[config.mk]
export PLATFORM = sky130hd
export DESIGN_NAME = modbus_crc_arbiter
export DESIGN_NICKNAME = d
export VERILOG_FILES = /design/src/rtl/modbus_pkg.sv /design/src/rtl/modbus_crc_arbiter_rr_pick2.sv /design/src/rtl/modbus_crc_arbiter.sv
export SDC_FILE = /design/constraint.sdc
export NUM_CORES = 1
export LEC_CHECK = 0
export ABC_AREA = 1
export CAP_MARGIN = 20
export CORE_ASPECT_RATIO = 0.7
export CORE_MARGIN = 1.5
export CORE_UTILIZATION = 35
export DETAILED_ROUTE_END_ITERATION = 6
export GPL_TIMING_DRIVEN = 0
export PLACE_DENSITY_LB_ADDON = 0.1
export SYNTH_ARGS = -nofsm -noshare
export SYNTH_HDL_FRONTEND = slang
export SYNTH_SLANG_ARGS = --single-unit
[constraint.sdc]
create_clock -name clk_in -period 2.7 [get_ports clk_in]
set_input_delay 0.81 -clock clk_in [delete_from_list [all_inputs] [get_ports clk_in]]
set_output_delay 0.81 -clock clk_in [all_outputs]
set_load 0.02 [all_outputs]
[src/rtl/modbus_pkg.sv]
// Shared types and constants for the Modbus CRC arbiter and its reference models.
package modbus_pkg;

  typedef enum logic [2:0] {
    ST_IDLE,
    ST_START,
    ST_WAIT,
    ST_RESP,
    ST_GUARD
  } state_t;

  localparam int unsigned PORT_RX = 0;
  localparam int unsigned PORT_TX = 1;

  localparam logic [15:0] CRC_INIT      = 16'hFFFF;
  localparam logic [15:0] CRC_POLY      = 16'hA001;
  localparam logic [15:0] CRC_ERR_VALUE = 16'hFFFF;

endpackage

[src/rtl/modbus_crc_arbiter_rr_pick2.sv]
// Combinational two-way round-robin pick; on a tie the port not last served wins.
module rr_pick2 (
  input  logic [1:0] req,
  input  logic [0:0] last,
  output logic [1:0] gnt
);

  always_comb begin
    gnt = req;
    if (req == 2'b11) begin
      gnt = last[0] ? 2'b01 : 2'b10;
    end
  end

endmodule

[src/rtl/modbus_crc_arbiter.sv]
// Shares one Modbus CRC-16 engine between the RX checker (port 0) and TX builder (port 1).
module modbus_crc_arbiter
  import modbus_pkg::*;
#(
  parameter int unsigned TIMEOUT_CYCLES = 255
) (
  input  logic        clk_in,
  input  logic        rst_in,
  input  logic [1:0]  req_i,
  input  logic [47:0] data0_i,
  input  logic [47:0] data1_i,
  output logic [1:0]  gnt_o,
  output logic [1:0]  done_o,
  output logic [15:0] crc_o,
  output logic        err_o,
  output logic [47:0] crc_data_o,
  output logic        crc_start_o,
  input  logic        crc_done_i,
  input  logic [15:0] crc_result_i
);

  localparam int unsigned CNT_W = (TIMEOUT_CYCLES > 2) ? $clog2(TIMEOUT_CYCLES) : 1;

  state_t            state_q, state_d;
  logic [CNT_W-1:0]  cnt_q, cnt_d;
  logic [0:0]        last_q, last_d;
  logic [1:0]        gnt_q, gnt_d;
  logic [1:0]        done_q, done_d;
  logic [15:0]       crc_q, crc_d;
  logic              err_q, err_d;
  logic [47:0]       data_q, data_d;
  logic              start_q, start_d;
  logic [1:0]        pick;

  rr_pick2 u_pick (
    .req  (req_i),
    .last (last_q),
    .gnt  (pick)
  );

  always_ff @(posedge clk_in) begin
    if (rst_in) begin
      state_q <= ST_IDLE;
      cnt_q   <= '0;
      last_q  <= 1'(PORT_TX);
      gnt_q   <= '0;
      done_q  <= '0;
      crc_q   <= '0;
      err_q   <= 1'b0;
      data_q  <= '0;
      start_q <= 1'b0;
    end else begin
      state_q <= state_d;
      cnt_q   <= cnt_d;
      last_q  <= last_d;
      gnt_q   <= gnt_d;
      done_q  <= done_d;
      crc_q   <= crc_d;
      err_q   <= err_d;
      data_q  <= data_d;
      start_q <= start_d;
    end
  end

  // Next-state and next-output logic; pulses default low, everything else holds.
  always_comb begin
    state_d = state_q;
    cnt_d   = cnt_q;
    last_d  = last_q;
    gnt_d   = gnt_q;
    done_d  = 2'b00;
    crc_d   = crc_q;
    err_d   = err_q;
    data_d  = data_q;
    start_d = 1'b0;

    unique case (state_q)
      ST_IDLE: begin
        if (req_i != 2'b00) begin
          gnt_d   = pick;
          data_d  = pick[PORT_TX] ? data1_i : data0_i;
          start_d = 1'b1;
          state_d = ST_START;
        end
      end
      ST_START: begin
        cnt_d   = '0;
        state_d = ST_WAIT;
      end
      ST_WAIT: begin
        cnt_d = cnt_q + CNT_W'(1);
        // An engine done on the final timeout cycle still counts as success.
        if (crc_done_i) begin
          crc_d   = crc_result_i;
          err_d   = 1'b0;
          done_d  = gnt_q;
          state_d = ST_RESP;
        end else if (cnt_q == CNT_W'(TIMEOUT_CYCLES - 1)) begin
          crc_d   = CRC_ERR_VALUE;
          err_d   = 1'b1;
          done_d  = gnt_q;
          state_d = ST_RESP;
        end
      end
      ST_RESP: begin
        gnt_d   = 2'b00;
        last_d  = gnt_q[PORT_TX];
        state_d = ST_GUARD;
      end
      ST_GUARD: begin
        state_d = ST_IDLE;
      end
      default: begin
        state_d = ST_IDLE;
      end
    endcase
  end

  assign gnt_o       = gnt_q;
  assign done_o      = done_q;
  assign crc_o       = crc_q;
  assign err_o       = err_q;
  assign crc_data_o  = data_q;
  assign crc_start_o = start_q;

endmodule

Word level (Yosys, flattened, before mapping)
Index checks and enable logic that the tools add are counted.
{"block": "classes", "n_addsub": 1, "n_eq_ne": 7, "n_mux": 17, "bitwise_logic": 2, "n_reduce_logical": 11}
{"cell": "$mux 48", "count": 1}
{"cell": "$mux 16", "count": 2}
{"cell": "$pmux 8 s2", "count": 1}
{"cell": "$pmux 3 s4", "count": 1}
{"cell": "$mux 2", "count": 5}
{"cell": "$mux 3", "count": 3}
{"cell": "$add 8x1->8 const B", "count": 1}
{"cell": "$eq 8x8->1 const B", "count": 1}
{"cell": "$reduce_and 2->1", "count": 4}
{"cell": "$reduce_bool 2->1", "count": 4}
{"cell": "$eq 3x2->1 const B", "count": 2}
{"cell": "$pmux 2 s2", "count": 1}
{"cell": "$reduce_or 2->1", "count": 2}
{"cell": "$eq 3x1->1 const B", "count": 1}
{"cell": "$logic_not 3->1", "count": 1}
{"cell": "$mux 1", "count": 3}
{"cell": "$ne 3x3->1 const B", "count": 1}
{"cell": "$eq 2x2->1 const B", "count": 1}
{"cell": "$ne 2x2->1 const B", "count": 1}
{"cell": "$not 1->1", "count": 2}
{"block": "totals", "reg_bits": 82, "input_bits": 117, "wordCells": 47}

Logic depth before layout (Yosys ltp)
Gate-level depths: netlist of run 1.
{"block": "depth", "word_depth": 4, "depth_mapped": 9, "mapped_depth_nobuf": 8}

By module
Synthesis of run 1 repeated with hierarchy kept, for this count alone.
{"block": "hier_totals", "hier_cells": 586, "area_unflattened_um2": 4012.6}
{"mod": "modbus_crc_arbiter", "n_inst": 1, "cells_per_inst": 581, "area_each_um2": 3991.3}
{"mod": "rr_pick2", "n_inst": 1, "cells_per_inst": 5, "area_each_um2": 21.3}

Worst setup path before layout of run 1
Ideal clock, no wire load.
{"block": "synth_timing", "path_type": "input to register", "start": "in crc_done_i", "end": "reg crc_q[8] (netlist: crc_o[8])", "arrival_ps": 1506, "slack_ps": 1078, "stages": 5, "cell_sequence": "clkbuf_1 -> clkbuf_1 -> nand3b_1 -> nand2_1 -> a21oi_2"}
{"block": "synth_via", "elab_chain_cells": 2, "word_cells_on_any_way": 3, "cone_classes": "mux (1); reduce/logical (2)"}
{"element": "start: declaration", "line_no": "modbus_crc_arbiter.sv:18", "rtl": "input logic crc_done_i,"}
{"element": "$reduce_bool 2->1 (no source line)"}
{"element": "$reduce_and 2->1 (no source line)"}
{"element": "end signal: assignment", "line_no": "modbus_crc_arbiter.sv:58", "rtl": "crc_q <= crc_d;"}
{"element": "end: declaration", "line_no": "modbus_crc_arbiter.sv:29", "rtl": "logic [15:0] crc_q, crc_d;"}
Several ways; a longest one is shown, not always the timed one.
A chain may end at the register's enable or synchronous reset.

==> flow_summary.ini, run 1 <==
[timing]
hold-worst-slack_ns = 0.446
setup_viol = 0
min_period_ns = 2.19
maxSlewHeadroom = 0.704
fmax_ghz = 0.457
hold_violations = 0
tightest_slew_ns = 0.445
rsz0062_at_grt = false
fin_ws_ns = 0.510
worst_clock_skew_ns = 0.00577
fin_setup_tns_ns = 0
finalCritPeriodShare = 0.811
slew_violations = 0

[cells_and_area]
area_growth_pct = 59.2
final_nets = 927
diodes = 0
drive_gt1_frac = 0.0713
ff_latch_area_mm2 = 0.00164
fin_util = 0.575
stdcell_area_mm2 = 0.00635
multi_input_area_mm2 = 0.00187
nFillCells = 1038

[synthesis]
yosys_warnings = 0
ys_async_sr_fraction = 0
ys_seq_area_frac = 0.412
yosys.area.top_type_share = 0.412
yosysTopAreaCell = dfxtp_1
synth_area_mm2 = 0.00399
syn_area_per_cell_um2 = 6.52
ys_types = 26
synthTopCellsByCount = 158 x nor2_1, 142 x nand2_1, 82 x dfxtp_1
ys.flop_type = dfxtp_1
yosysMostFrequentCell = nor2_1
synth-edff-count = 0
synth_fp_nets = 731
ys_seq_elements = 82
netlist_instances = 612
synth_area_leaders = dfxtp_1 41%, nor2_1 15%, nand2_1 13%

[grt]
grt_max_degree = 15
grt_pass1_wl_um = 18700
grtUsageMet3 = 0.0682
busiest_layer = met2
antenna_found_initial = 0
grtUsageMet1 = 0.260
grt_pass1_vias = 3941
grt_use_met2 = 0.314
grtUsageTotal = 0.199
overflow = 0

[clocking]
htreeDepth = 3
root_buffer = clkbuf_16
cts_tree = built
clockBufferDepth = 2
path_clk_slew_ns = 0.06
cts_setup_buffers = 0
hold_buffers = 0
post_cts_resized = 0
cts-buffers-inserted = 9
clock_latency_ns = 0.33
cts_num_sinks = 82

[power_and_ir_drop]
p_leak_uw = 0.00279
ir_drop_uv = 334
cellPowerDensity_mw_per_mm2 = 616

[setup_path]
r2r_slack_ns = 1.28
critPathArrivalTime_ns = 2.46
ff2ff_path_depth = 9
crit_path_end_kind = flop
reg2reg_to = crc_o[13]
timing.rr.start = cnt_q[0]
critPathRequiredTime_ns = 2.97
crit_type = primary input to flop
startpoint_type = primary input
crit_path_max_fanout = 10

[routing]
via_per_inst = 4.40
wire_per_inst_um = 12.2
antenna_left = 0
num_vias = 4253
wirelength_um = 11800
drt_first_pass_iters = 4
initialDrtViolationCount = 192
drc = 0

[floorplanning]
ios = 187
initial_core_util = 0.361
die-area_mm2 = 0.0121
num_rows = 32
dieHeight_um = 92.3
core-area_mm2 = 0.0111
die-width_um = 131

[hold_path]
hp-class = flop to flop
hold_path_depth = 2
min_from = crc_o[3]
holdPathEnd = crc_o[3]

[place]
numPortBuffers = 185
dp_hpwl_um = 8950
gp_congestion = 0.809
place_ws_ns = 0.135
placed_area_mm2 = 0.00603

[run_status]
status = finished, final reports clean

[flow_run]
drv_cap = 0
==> flip-flops by register name, indices dropped and copies added (netlist names) <==
signal / count
cnt_q: 8
crc_data_o: 48
crc_o: 16
crc_start_o: 1
done_o: 2
err_o: 1
gnt_o: 2
last_q: 1
state_q: 3
==> cells by family after synthesis <==
| logic type | synth area share |
|---|---|
| AND/OR/NAND/NOR | 0.352 |
| buffers and inverters | 0.119 |
| flip-flops | 0.412 |
| AO/OA/AOI/OAI | 0.111 |
| adder cells (fa/ha/maj) | 0.00627 |
==> power breakdown <==
part,switching (uW),internal (uW),total [uW]
logic,626,554,1180
clock network,484,813,1300
registers,77.6,1360,1430
==> worst max path at each step <==
| stage | slack (ns) | depth (start not counted) | endpoint | start |
|---|---|---|---|---|
| 2_1_floorplan | 1.08 | 5 | crc_o[8] | crc_done_i |
| 3_3_place_gp | 0.17 | 6 | crc_data_o[31] | rst_in |
| 3_5_place_dp | 0.14 | 6 | crc_data_o[33] | rst_in |
| 4_1_cts | 0.48 | 6 | crc_data_o[34] | rst_in |
| 5_1_grt | 0.36 | 6 | crc_data_o[33] | rst_in |
| 6_report | 0.51 | 6 | crc_data_o[33] | rst_in |
==> through the flow <==
step	std cells	total power (uW)
2_1_floorplan	612	2060
5_1_grt	966	4140
3_3_place_gp	950	2630
6_report	966	3910
4_1_cts	966	3970
3_5_place_dp	950	2640
==> critical path, cell delays in order <==
cell and delay [ns]:
clkdlybuf4s50_1 0.57, inv_1 0.17, buf_2 0.24, clkbuf_1 0.39, o21ai_0 0.16, nor2_1 0.11
==> cell usage in the layout, fill, tap and decap left out <==
cell,n
nand2_4,1
clkbuf_16,9
dfxtp_1,82
clkdlybuf4s50_1,185
inv_6,1
o21ai_0,51
nor2_4,2
nand3_1,8
clkinv_2,1
o21bai_1,1
o21a_1,1
a21oi_2,7
buf_6,3
clkinv_4,1
ha_1,2
nor2_1,158
nand3b_1,16
nand2_1,142
clkbuf_1,9
buf_2,17
buf_4,5
a21oi_4,1
inv_1,76
bufinv_16,2
nand4_1,3
inv_2,1
nor2_8,1
a21oi_1,18
clkinvlp_4,1
and2_0,2
nand2_2,3
nor2_2,2
o21ai_1,1
==> metal layers <==
metal  vias to the layer above  wire, um  share of wire
met5                         -         0              0
met1                      1858      5600           0.47
li1                       2245         -              -
met3                        12       995          0.084
met4                         0       129          0.011
met2                       138      5070           0.43
==> cell type report <==
type	count	area share
plain buffers	33	0.0294
clock buffers	10	0.0361
clock inverters	6	0.0142
inverters	77	0.0455
multi-input cells	420	0.295
flip-flops and latches	82	0.259
well taps	153	0.0301
repair buffers	185	0.292
(Power assumes the default switching activity.)
==> run 2: changes to the inputs <==
Clock period 2.7 ns to 2.1 ns, I/O delays scaled along.
==> run 2 against run 1 <==
Compared with the run above: sequential power rose by 29%; largest cell class unchanged; final area barely moved; via count rose by 0.12%; sequential cell count did not move; highest routed layer unchanged; largest power group unchanged; combinational power rose by 29%; clock skew barely moved.
==> flow_summary.ini, run 2 (same netlist as run 1, synthesis figures left out) <==
[clocking]
cts_setup_buffers = 0
root_buffer = clkbuf_16
hold_buffers = 0
htreeDepth = 3
post_cts_resized = 0
path_clk_slew_ns = 0.06
cts_tree = built
clock_latency_ns = 0.33
cts_num_sinks = 82
cts-buffers-inserted = 9
clockBufferDepth = 2

[cells_and_area]
drive_gt1_frac = 0.0750
fin_cells = 966
final_common_cell = clkdlybuf4s50_1
largest_reg_flops = 48
area_growth_pct = 59.3
final_nets = 927
final_cell_mix = 185 x clkdlybuf4s50_1, 158 x nor2_1, 142 x nand2_1, 82 x dfxtp_1, 76 x inv_1
diodes = 0
stdcell_area_mm2 = 0.00635

[place]
placed_cells = 950
dp_hpwl_um = 8950
numPortBuffers = 185
placed_area_mm2 = 0.00603
gp_congestion = 0.809

[flow_run]
drv_cap = 0

[timing]
finalCritPeriodShare = 0.952
tightest_slew_ns = 0.438
fmax_ghz = 0.500
maxSlewHeadroom = 0.708
fin_setup_tns_ns = 0
setup_viol = 0
min_period_ns = 2.00
slew_violations = 0
rsz0062_at_grt = false
worst_clock_skew_ns = 0.00555
hold_violations = 0

[setup_path]
crit_path_max_fanout = 4
crit_type = flop to primary output
critPathSlowestCell = clkdlybuf4s50_1
crit_buf_inv = 1
crit_chain = clkdlybuf4s50_1
ff2ff_path_depth = 9
reg2reg_to = crc_o[13]
timing.rr.start = cnt_q[0]
cpPeakStageDelay_ns = 0.64
critPathRequiredTime_ns = 1.47
r2r_slack_ns = 0.68
startpoint_type = flop
cpLargestDelayFamily = buffers and inverters
critPathArrivalTime_ns = 1.37
crit_path_end_kind = primary output

[hold_path]
hp-class = flop to flop
hold_path_depth = 2
holdPathEnd = crc_o[3]
min_from = crc_o[3]

[floorplanning]
core-area_mm2 = 0.0111
dieHeight_um = 92.3
die-area_mm2 = 0.0121
num_rows = 32
die-width_um = 131
ios = 187
initial_core_util = 0.361

[routing]
wirelength_um = 11800
via_per_inst = 4.41
num_vias = 4258
drt_first_pass_iters = 4
initialDrtViolationCount = 189
wire_per_inst_um = 12.3
drc = 0
antenna_left = 0

[power_and_ir_drop]
p_comb_frac = 0.302
pwr-share-seq = 0.366
pwr-share-clk = 0.332
p_sw_frac = 0.304
internal_power_uw = 3500
cellPowerDensity_mw_per_mm2 = 793
p_switching_uw = 1530
ir_drop_uv = 432
p_leak_uw = 0.00280

[grt]
grt_pass1_vias = 3941
grtUsageTotal = 0.199
overflow = 0
grt_max_degree = 15
antenna_found_initial = 0
grt_pass1_wl_um = 18700

[run_status]
status = finished, final reports clean
==> run 2: area by class of cell <==
| type | instances | area [um2] |
|---|---|---|
| Fill cell | 1039 | 4700 |
| Tap cell | 153 | 191 |
| Inverter | 77 | 289 |
| Timing Repair Buffer | 185 | 1850 |
| Clock buffer | 10 | 229 |
| Multi-Input combinational cell | 420 | 1870 |
| Sequential cell | 82 | 1640 |
| Clock inverter | 6 | 90.1 |
| Buffer | 33 | 190 |
==> run 2: power by group through the flow <==
stage          clock [uW]  sequential [uW]  combinational [uW]
3_5_place_dp            0             1870                1520
4_1_cts              1730             1840                1530
5_1_grt              1790             1860                1670
2_1_floorplan           0             2080                 571
6_report             1670             1840                1520
3_3_place_gp            0             1870                1520
==> run 2: tightest hold or removal path, cell delays in order, from the launching register on <==
cell and delay (ns):
dfxtp_1 0.31, inv_1 0.05, a21oi_1 0.05
==> run 2: worst max-delay path by stage <==
| stage | from | end | cells after the start |
|---|---|---|---|
| 2_1_floorplan | crc_done_i | crc_o[8] | 5 |
| 3_3_place_gp | rst_in | crc_data_o[31] | 6 |
| 3_5_place_dp | rst_in | crc_data_o[33] | 6 |
| 4_1_cts | rst_in | crc_data_o[34] | 6 |
| 5_1_grt | gnt_o[1] | gnt_o[1] | 1 |
| 6_report | gnt_o[1] | gnt_o[1] | 1 |
==> run 2: stage by stage <==
stage	hold WS, ns	setup WS, ns	power (uW)	utilization
finish	0.446	0.102	5040	0.575
global placement	0.433	-0.249	3380	0.546
global route	0.469	0.0775	5320	0.575
detailed placement	0.436	-0.285	3390	0.546
CTS	0.446	0.0592	5100	0.575
floorplan	0.454	0.658	2650	-
==> run 2: metal layers <==
metal  part of all wire  vias to the layer above  track usage
li1                   -                     2243            -
met1               0.48                     1866        0.260
met2               0.43                      134        0.314
met3              0.083                       15       0.0682
met4              0.013                        0       0.0559
met5                  0                        -            0
